### src/rtl/xlr8_hall_pkg.sv
// Shared definitions for the Hall-sensor capture block: step type, decode
// table, commutation-step helpers and CTRL/STAT bit positions.
package xlr8_hall_pkg;

  typedef logic [2:0] hall_step_t;

  typedef struct packed {
    logic       valid;
    hall_step_t step;
  } hall_dec_t;

  // CTRL register bit positions
  localparam int CTRL_EN  = 0;
  localparam int CTRL_CLR = 1;

  // STAT register bit positions
  localparam int STAT_STEP_LSB = 0;
  localparam int STAT_STEP_MSB = 2;
  localparam int STAT_DIR      = 3;
  localparam int STAT_VALID    = 4;
  localparam int STAT_NEW      = 5;
  localparam int STAT_FAULT    = 6;
  localparam int STAT_OVF      = 7;

  localparam hall_step_t STEP_MAX = 3'd5;

  // Map a {fb3,fb2,fb1} code to a commutation step; 000 and 111 are illegal.
  function automatic hall_dec_t hall_decode(input logic [2:0] code);
    hall_dec_t dec;
    dec.valid = 1'b1;
    case (code)
      3'b001:  dec.step = 3'd0;
      3'b011:  dec.step = 3'd1;
      3'b010:  dec.step = 3'd2;
      3'b110:  dec.step = 3'd3;
      3'b100:  dec.step = 3'd4;
      3'b101:  dec.step = 3'd5;
      default: begin
        dec.valid = 1'b0;
        dec.step  = 3'd0;
      end
    endcase
    return dec;
  endfunction

  // Next step in the forward direction, wrapping 5 -> 0.
  function automatic hall_step_t step_next(input hall_step_t s);
    return (s >= STEP_MAX) ? 3'd0 : (s + 3'd1);
  endfunction

  // Next step in the reverse direction, wrapping 0 -> 5.
  function automatic hall_step_t step_prev(input hall_step_t s);
    return (s == 3'd0) ? STEP_MAX : (s - 3'd1);
  endfunction

endpackage

### src/rtl/xlr8_hall_debounce.sv
// Hall code filter: a new code is accepted only after DEBOUNCE_CYCLES
// consecutive identical samples that differ from the accepted code. Any
// differing sample restarts the count with that sample as the new candidate.
module xlr8_hall_debounce
  import xlr8_hall_pkg::*;
#(
  parameter int DEBOUNCE_CYCLES = 16
) (
  input  logic       clk,
  input  logic       rstn,
  input  logic [2:0] code_in,
  output logic [2:0] code_out
);

  localparam logic [7:0] LEN = 8'(DEBOUNCE_CYCLES);

  logic [2:0] code_q, code_d;
  logic [2:0] cand_q, cand_d;
  logic [7:0] cnt_q, cnt_d;
  logic [7:0] cnt_inc_s;

  // Candidate tracking and acceptance decision.
  always_comb begin
    code_d    = code_q;
    cand_d    = cand_q;
    cnt_d     = cnt_q;
    cnt_inc_s = 8'd0;
    if (code_in == code_q) begin
      cand_d = code_q;
      cnt_d  = 8'd0;
    end else begin
      if ((cnt_q != 8'd0) && (code_in == cand_q)) begin
        cnt_inc_s = cnt_q + 8'd1;
      end else begin
        cnt_inc_s = 8'd1;
      end
      cand_d = code_in;
      if (cnt_inc_s >= LEN) begin
        code_d = code_in;
        cnt_d  = 8'd0;
      end else begin
        cnt_d = cnt_inc_s;
      end
    end
  end

  // Filter state; reset drops any pending candidate.
  always_ff @(posedge clk or negedge rstn) begin
    if (!rstn) begin
      code_q <= 3'b000;
      cand_q <= 3'b000;
      cnt_q  <= 8'd0;
    end else begin
      code_q <= code_d;
      cand_q <= cand_d;
      cnt_q  <= cnt_d;
    end
  end

  assign code_out = code_q;

endmodule

### src/rtl/xlr8_hall_capture.sv
// Hall-sensor commutation capture with period measurement and a small
// data-memory register interface (CTRL, STAT, PERL, PERH).
// Optional input filter enabled by defining XLR8_HALL_DEBOUNCE_EN.
module xlr8_hall_capture
  import xlr8_hall_pkg::*;
#(
  parameter int HALL_CTRL_ADDR  = 0,
  parameter int HALL_STAT_ADDR  = 0,
  parameter int HALL_PERL_ADDR  = 0,
  parameter int HALL_PERH_ADDR  = 0,
  parameter int DEBOUNCE_CYCLES = 16
) (
  input  logic       clk,
  input  logic       rstn,
  input  logic       clken,
  input  logic [7:0] dbus_in,
  output logic [7:0] dbus_out,
  output logic       io_out_en,
  input  logic [7:0] ramadr,
  input  logic       ramre,
  input  logic       ramwe,
  input  logic       dm_sel,
  input  logic       feedback_1,
  input  logic       feedback_2,
  input  logic       feedback_3,
  output logic [2:0] hall_step,
  output logic       hall_valid,
  output logic       step_strobe
);

  localparam logic [7:0] CTRL_A = 8'(HALL_CTRL_ADDR);
  localparam logic [7:0] STAT_A = 8'(HALL_STAT_ADDR);
  localparam logic [7:0] PERL_A = 8'(HALL_PERL_ADDR);
  localparam logic [7:0] PERH_A = 8'(HALL_PERH_ADDR);

  logic [2:0]  sync1_q, sync1_d, sync2_q, sync2_d;
  logic [2:0]  acc_code_s;
  logic [2:0]  last_code_q, last_code_d;
  hall_step_t  hall_step_q, hall_step_d;
  logic        hall_valid_q, hall_valid_d;
  logic        step_strobe_q, step_strobe_d;
  logic        en_q, en_d, dir_q, dir_d, new_q, new_d;
  logic        fault_q, fault_d, ovf_q, ovf_d;
  logic [15:0] cnt_q, cnt_d, period_q, period_d;
  logic [7:0]  shadow_q, shadow_d;
  hall_dec_t   dec_s;
  logic        change_s, step_evt_s, fwd_s, bwd_s, fault_set_s, ovf_set_s;
  logic        rd_s, hit_ctrl_s, hit_stat_s, hit_perl_s, hit_perh_s;
  logic        ctrl_wr_s, clr_s;
  logic [7:0]  stat_s, ctrl_rd_s;
  logic [5:0]  dbus_in_unused;

  assign dbus_in_unused = dbus_in[7:2];

`ifdef XLR8_HALL_DEBOUNCE_EN
  xlr8_hall_debounce #(
    .DEBOUNCE_CYCLES(DEBOUNCE_CYCLES)
  ) u_debounce (
    .clk     (clk),
    .rstn    (rstn),
    .code_in (sync2_q),
    .code_out(acc_code_s)
  );
`else
  localparam int debounce_cycles_unused = DEBOUNCE_CYCLES;
  assign acc_code_s = sync2_q;
`endif

  assign dec_s = hall_decode(acc_code_s);

  // Bus decode, register read mux and side-effect qualifiers.
  always_comb begin
    rd_s       = dm_sel & ramre;
    hit_ctrl_s = (ramadr == CTRL_A);
    hit_stat_s = (ramadr == STAT_A);
    hit_perl_s = (ramadr == PERL_A);
    hit_perh_s = (ramadr == PERH_A);
    ctrl_wr_s  = dm_sel & ramwe & clken & hit_ctrl_s;
    clr_s      = ctrl_wr_s & dbus_in[CTRL_CLR];
    ctrl_rd_s  = 8'h00;
    ctrl_rd_s[CTRL_EN] = en_q;
    stat_s     = 8'h00;
    stat_s[STAT_STEP_MSB:STAT_STEP_LSB] = hall_step_q;
    stat_s[STAT_DIR]   = dir_q;
    stat_s[STAT_VALID] = hall_valid_q;
    stat_s[STAT_NEW]   = new_q;
    stat_s[STAT_FAULT] = fault_q;
    stat_s[STAT_OVF]   = ovf_q;
    io_out_en  = rd_s & (hit_ctrl_s | hit_stat_s | hit_perl_s | hit_perh_s);
    dbus_out   = ({8{rd_s & hit_ctrl_s}} & ctrl_rd_s)
               | ({8{rd_s & hit_stat_s}} & stat_s)
               | ({8{rd_s & hit_perl_s}} & period_q[7:0])
               | ({8{rd_s & hit_perh_s}} & shadow_q);
  end

  // Step tracking, direction/fault classification, period counter and flags.
  always_comb begin
    sync1_d     = {feedback_3, feedback_2, feedback_1};
    sync2_d     = sync1_q;
    last_code_d = acc_code_s;
    change_s    = (acc_code_s != last_code_q);
    step_evt_s  = en_q & change_s & dec_s.valid & (dec_s.step != hall_step_q);
    fwd_s       = (dec_s.step == step_next(hall_step_q));
    bwd_s       = (dec_s.step == step_prev(hall_step_q));
    fault_set_s = (en_q & change_s & ~dec_s.valid) | (step_evt_s & ~fwd_s & ~bwd_s);
    ovf_set_s   = en_q & (cnt_q == 16'hFFFF);
    step_strobe_d = step_evt_s;

    if (dec_s.valid) begin
      hall_step_d  = dec_s.step;
      hall_valid_d = 1'b1;
    end else begin
      hall_step_d  = hall_step_q;
      hall_valid_d = 1'b0;
    end

    if (ctrl_wr_s) begin
      en_d = dbus_in[CTRL_EN];
    end else begin
      en_d = en_q;
    end

    if (!en_q) begin
      cnt_d = 16'h0000;
    end else if (step_evt_s) begin
      cnt_d = 16'h0001;
    end else if (cnt_q == 16'hFFFF) begin
      cnt_d = cnt_q;
    end else begin
      cnt_d = cnt_q + 16'h0001;
    end

    if (step_evt_s) begin
      period_d = cnt_q;
    end else begin
      period_d = period_q;
    end

    if (step_evt_s && fwd_s) begin
      dir_d = 1'b1;
    end else if (step_evt_s && bwd_s) begin
      dir_d = 1'b0;
    end else begin
      dir_d = dir_q;
    end

    // A capture in the same cycle as a STAT read keeps the flag set.
    if (step_evt_s) begin
      new_d = 1'b1;
    end else if (rd_s && hit_stat_s) begin
      new_d = 1'b0;
    end else begin
      new_d = new_q;
    end

    if (fault_set_s) begin
      fault_d = 1'b1;
    end else if (clr_s) begin
      fault_d = 1'b0;
    end else begin
      fault_d = fault_q;
    end

    if (ovf_set_s) begin
      ovf_d = 1'b1;
    end else if (clr_s) begin
      ovf_d = 1'b0;
    end else begin
      ovf_d = ovf_q;
    end

    // High byte is frozen on a PERL read so a PERL/PERH pair is coherent.
    if (rd_s && hit_perl_s) begin
      shadow_d = period_q[15:8];
    end else begin
      shadow_d = shadow_q;
    end
  end

  // All state registers, cleared asynchronously by rstn.
  always_ff @(posedge clk or negedge rstn) begin
    if (!rstn) begin
      sync1_q       <= 3'b000;
      sync2_q       <= 3'b000;
      last_code_q   <= 3'b000;
      hall_step_q   <= 3'd0;
      hall_valid_q  <= 1'b0;
      step_strobe_q <= 1'b0;
      en_q          <= 1'b0;
      dir_q         <= 1'b0;
      new_q         <= 1'b0;
      fault_q       <= 1'b0;
      ovf_q         <= 1'b0;
      cnt_q         <= 16'h0000;
      period_q      <= 16'h0000;
      shadow_q      <= 8'h00;
    end else begin
      sync1_q       <= sync1_d;
      sync2_q       <= sync2_d;
      last_code_q   <= last_code_d;
      hall_step_q   <= hall_step_d;
      hall_valid_q  <= hall_valid_d;
      step_strobe_q <= step_strobe_d;
      en_q          <= en_d;
      dir_q         <= dir_d;
      new_q         <= new_d;
      fault_q       <= fault_d;
      ovf_q         <= ovf_d;
      cnt_q         <= cnt_d;
      period_q      <= period_d;
      shadow_q      <= shadow_d;
    end
  end

  assign hall_step   = hall_step_q;
  assign hall_valid  = hall_valid_q;
  assign step_strobe = step_strobe_q;

endmodule

### config.mk
export PLATFORM = sky130hd
export DESIGN_NAME = xlr8_hall_capture
export DESIGN_NICKNAME = d
export VERILOG_FILES = /design/src/rtl/xlr8_hall_pkg.sv /design/src/rtl/xlr8_hall_debounce.sv /design/src/rtl/xlr8_hall_capture.sv
export SDC_FILE = /design/constraint.sdc
export NUM_CORES = 1
export LEC_CHECK = 0
export CORE_ASPECT_RATIO = 2
export CORE_UTILIZATION = 50
export DETAILED_ROUTE_END_ITERATION = 10
export HOLD_SLACK_MARGIN = 0.02
export PLACE_DENSITY = 0.85
export SYNTH_ARGS = -nofsm -noshare
export SYNTH_HDL_FRONTEND = slang
export SYNTH_SLANG_ARGS = --single-unit
export TNS_END_PERCENT = 5
### constraint.sdc
create_clock -name clk -period 2.1 [get_ports clk]
set_input_delay 0.315 -clock clk [delete_from_list [all_inputs] [get_ports clk]]
set_output_delay 0.315 -clock clk [all_outputs]
set_load 0.02 [all_outputs]
# Word level (Yosys, flattened, before mapping)
# Index checks and enable logic that the tools add are counted.
[word_totals] reg_bits=59 in_bits=25 elab_cells=79
[classes] addsub=3 magnitude_cmp=1 n_eq_ne=12 muxes=15 n_bitwise=24 n_reduce_logical=10
[op_table] cell="2-to-1 mux 16 bit" count=3
[op_table] cell="AND 8 bit" count=3
[op_table] cell="bitwise OR 8 bit" count=3
[op_table] cell="adder 16 x 1 -> 16 bit, second input constant" count=1
[op_table] cell="== test 16 bit, second input constant" count=1
[op_table] cell="one-hot mux 3 bit (5 select lines)" count=1
[op_table] cell="AND 1 bit" count=13
[op_table] cell="== test 3 bit, second input constant" count=3
[op_table] cell="2-to-1 mux 1 bit" count=9
[op_table] cell="AND 8 x 1 -> 8 bit" count=1
[op_table] cell="zero test 8 bit" count=1
[op_table] cell="nonzero test 2 bit" count=4
[op_table] cell="== test 3 x 2 -> 1 bit, second input constant" count=2
[op_table] cell="== test 3 bit" count=2
[op_table] cell="2-to-1 mux 3 bit" count=2
[op_table] cell="inequality test 3 bit" count=2
[op_table] cell="OR reduction 6 bit" count=1
[op_table] cell="adder 3 x 1 -> 3 bit, second input constant" count=1
[op_table] cell="== test 3 x 1 -> 1 bit, second input constant" count=1
[op_table] cell=">= comparator 3 bit, second input constant" count=1
[op_table] cell="logical AND 1 bit" count=3
[op_table] cell="zero test 3 bit" count=1
[op_table] cell="inequality test 3 bit, second input constant" count=1
[op_table] cell="inverter 1 bit" count=3
[op_table] cell="2 further kinds" count=2

# Longest topological paths before layout
[depth] ltp_word=9 ltp_mapped=10 ltp_nobuf=8

# Worst setup path before layout
# Ideal clock, no wire load.
[synth_path] kind="reg2reg" from="register hall_step_q[0] (netlist: hall_step[0])" to="register fault_q" setup_time_ns=0.126 arrival_ns=2.356 path_slack_ns=-0.382 stages_incl_launch_ff=10 path_buffers=1 synth_period_minus_slack_ns=2.482 path_cell_list="dfrtp_1 buf_2 inv_1 ha_1 or3_4 a2111oi_4 a31oi_1 o211ai_2 nor2_1 a221o_1"
[synth_between] elab_chain_len=8 elab_cells_between_ends=17 cone_classes="add/sub (2); order compare (1); eq/ne (3); mux (3); bitwise (6); reduce/logical (2)"
[synth_lines] element="start: declaration" line="xlr8_hall_capture.sv:39" source="hall_step_t hall_step_q, hall_step_d;"
[synth_lines] element="start signal: assignment" line="xlr8_hall_capture.sv:201" source="hall_step_q <= hall_step_d;"
[synth_lines] element="adder 3 x 1 -> 3 bit / >= comparator 3 bit (equally long branches)" line="xlr8_hall_pkg.sv:48" source="return (s >= STEP_MAX) ? 3'd0 : (s + 3'd1);"
[synth_lines] element="2-to-1 mux 3 bit" line="xlr8_hall_pkg.sv:48"
[synth_lines] element="== test 3 bit" line="xlr8_hall_capture.sv:103" source="fwd_s = (dec_s.step == step_next(hall_step_q));"
[synth_lines] element="inverter 1 bit" line="xlr8_hall_capture.sv:105" source="fault_set_s = (en_q & change_s & ~dec_s.valid) | (step_evt_s & ~fwd_s & ~bwd_s);"
[synth_lines] element="AND 1 bit" line="xlr8_hall_capture.sv:105"
[synth_lines] element="AND 1 bit (*)" line="xlr8_hall_capture.sv:105"
[synth_lines] element="bitwise OR 1 bit (*)" line="xlr8_hall_capture.sv:105"
[synth_lines] element="2-to-1 mux 1 bit / nonzero test 2 bit (equally long branches)"
[synth_lines] element="end signal: assignment" line="xlr8_hall_capture.sv:207" source="fault_q <= fault_d;"
[synth_lines] element="end: declaration" line="xlr8_hall_capture.sv:43" source="logic fault_q, fault_d, ovf_q, ovf_d;"
# Mark *: on every way between the ends. The rest lies on a longest branch, timed or not.
# A chain may end at the register's enable or synchronous reset.

# Worst setup path in the final report
[layout_path] from="register hall_step_q[1] (netlist: hall_step[1])" to="register period_q[5]"
[layout_between] elab_chain_len=2
[layout_lines] element="inequality test 3 bit" line="xlr8_hall_capture.sv:102" source="step_evt_s = en_q & change_s & dec_s.valid & (dec_s.step != hall_step_q);"
[layout_lines] element="AND 1 bit" line="xlr8_hall_capture.sv:102"
[layout_lines] element="end signal: assignment" line="xlr8_hall_capture.sv:210" source="period_q <= period_d;"
[layout_lines] element="end: declaration" line="xlr8_hall_capture.sv:44" source="logic [15:0] cnt_q, cnt_d, period_q, period_d;"
# No other way between the ends.

==> impl_metrics.toml <==
[cells_and_area]
layout_overhead_on_the_synthesized_area_pct = 35.69
final_nets = 387
mostFrequentLayoutCell = "dfrtp_1"
layout.cells.most_common_list = "dfrtp_1, buf_4, nand2_1, nor2_1, clkdlybuf4s50_1"
final.fill_count = 395
antenna_cells = 0
utilization_pct = 70.42
final_layout_size_suffix_gt1_share_pct = 35.08

[logic_synthesis]
synthesis.area_per_instance_um2 = 11.05
synthFlopType = "dfrtp_1"
ys_types = 64
syn_nets = 312
synth-warning-count = 0
synth_enable_flop_cells = 0
area_of_the_mapped_netlist_um2 = 3117
synth-seq-cells = 59
synth_seq_area_share_pct = 47.37
synthesis.instances = 282
async_reset_ff_share_pct = 100.0

[die]
die-height_um = 113.7
ios = 39
die_w_um = 57.83
placeableCoreArea_um2 = 6006
die-area_um2 = 6572
initial_utilization_pct = 51.90
placementRows = 40

[routing]
first_pass_iters = 7
met1Wirelength_mm = 2.909
met3_wirelength_um = 235
drt-initial-drc-count = 167
highest_layer = "met4"
drt-total-wl_mm = 8.325
route.detailed.drc = 3
detailroute.wirelength.met2_mm = 4.829
vias = 2483
avgRoutedWirePerCell_um = 19.59
avgViaCountPerCell = 5.842
drt.antenna.violating_nets = 0

[global_route]
antenna_found_initial = 0
grt_first_pass_wirelength_mm = 13.40
globalRouteTotalUtil_pct = 28.31
largest_net_degree_at_the_start_of_global_routing = 40
first_global_vias = 2653
overflow = 0

[placement]
placement.setup.worst_slack_ps = -809.1
dpl_hpwl_mm = 5.860
port_buffers = 32
gp_congestion = 0.9234

[run]
maxCapViolations = 0

[sta]
max_slew.worst_pin.slew_ps = 498.2
unrepaired_setup_endpoints_after_global_routing = "yes"
setup_tns_ps = -829.7
maxClockFrequency_ghz = 0.4512
slew_viol_final = 0
setup_viol_count_final = 18
max-slew-margin-rel_pct = 66.53
min_period_over_period_pct = 105.5
period_needed_ps = 2216
worst_hold_slack_ps = 352.7
setup_ws_ps = -116.2
fin_skew_ps = 8.692
finalHoldViolCount = 0

[pwr]
power_density_nw_per_um2 = 694.7
leakagePower_nw = 1.956
total_power_mw = 2.938
peakVddDrop_v = 0.0006057

[min_path]
worst_hold_startpoint = "sync1_q[2]"
hold_path.class = "reg2reg"

[setup_path]
timing.reg2reg.setup_slack_ps = -120
crit-reg2reg-launch = "hall_step[1]"
endpoint = "period_q[5]"
r2r.worst_path.cells = 7
critPathArrivalTime_ps = 2420
path_class = "reg2reg"
timing.critical_path.fanout_max = 15
r2r_end = "period_q[5]"
setup_crit_start_kind = "flip-flop"
crit_path_start = "hall_step[1]"
worst_setup_path_end_kind = "flip-flop"
critical_path_required_ps = 2300

[status]
outcome = "finished, violations left"
failed_checks = "design-rule violations, negative setup slack"

[cts]
cts-buffers-inserted = 9
tritoncts = "yes"
clkSlewWorstSetupHoldPaths_ps = 50
clockRootBuffer = "clkbuf_16"
worstSkewPairLatency_ps = 330
htree_num_levels = 3
clk_path_buf_depth = 2
clkSinkCount = 59
[cells by family after synthesis]
group	count (synthesis)	synth area share (%)
AND/OR/NAND/NOR	100	18.03
flip-flops	59	47.37
AO/OA/AOI/OAI	56	13.05
multiplexers	28	11.72
buffers and inverters	22	4.456
XOR/XNOR	12	3.372
adder cells (fa/ha/maj)	5	2.007
[layer usage]
metal / up-vias / GRT usage (%)
li1: 1172 / -
met1: 1237 / 28.94
met2: 46 / 51.03
met3: 28 / 5.782
met4: 0 / 16.83
met5: - / 0
[sequential cells by signal, indices dropped and copies added, names as in the netlist]
name	flops
hall_step	3
shadow_q	8
new_q	1
sync1_q	3
fault_q	1
cnt_q	16
step_strobe	1
dir_q	1
en_q	1
period_q	16
hall_valid	1
last_code_q	3
acc_code_s	3
ovf_q	1
[cell type report]
class	count	area, um2	share of cell area, %
clock buffers	14	274.0	6.479
clock inverters	2	10.01	0.2367
inverters	9	33.78	0.7988
multi-input cells	201	1625	38.43
flip-flops and latches	59	1479	34.97
well taps	63	78.83	1.864
repair buffers	77	728.2	17.22
[Yosys cell counts, types with 5 or more instances]
cell type,count,area [um2]
dfrtp_1,59,1476
buf_2,5,25.02
xor2_1,11,96.34
a31oi_1,6,37.54
nor2_1,24,90.09
o21ai_0,10,50.05
inv_1,8,30.03
nand2b_1,6,37.54
a211oi_1,5,37.54
nand3_1,7,35.03
mux2_4,14,210.2
nor3_1,10,50.05
a21oi_1,10,50.05
mux2_2,11,123.9
ha_1,5,62.56
or3_1,6,37.54
nand2_1,17,63.81
[worst max-delay path, stage by stage (launching register included)]
cell and delay (ps):
dfrtp_2 420, buf_4 140, or3b_1 390, a211o_1 320, o211ai_4 120, or2_4 180, buf_12 150, mux2_2 360
[metrics by stage]
step           cell area (um2)  instances
2_1_floorplan             3144        282
3_3_place_gp              3766        403
3_5_place_dp              3766        403
4_1_cts                   4193        425
5_1_grt                   4229        425
6_report                  4229        425
[worst min-delay path by stage]
stage | endpoint | cells past startpoint
6_report | acc_code_s[2] | 0
3_5_place_dp | step_strobe | 1
3_3_place_gp | step_strobe | 1
4_1_cts | acc_code_s[1] | 0
5_1_grt | acc_code_s[2] | 0
2_1_floorplan | acc_code_s[0] | 0
[timing repair]
item	4_1_cts	5_1_grt
buffers inserted	4	0
pin swaps	12	6
cloned	1	0
hold buffers	1	0
endpoints found under the hold margin	20	0
setup endpoints to repair	29	31
resized for setup	83	10
[power by group]
part / switching [mW] / total [mW] / internal (mW)
Clock: 0.477 / 1.37 / 0.889
Combinational: 0.197 / 0.383 / 0.186
Sequential: 0.0255 / 1.19 / 1.16
Power figures use the tool's default switching activity.
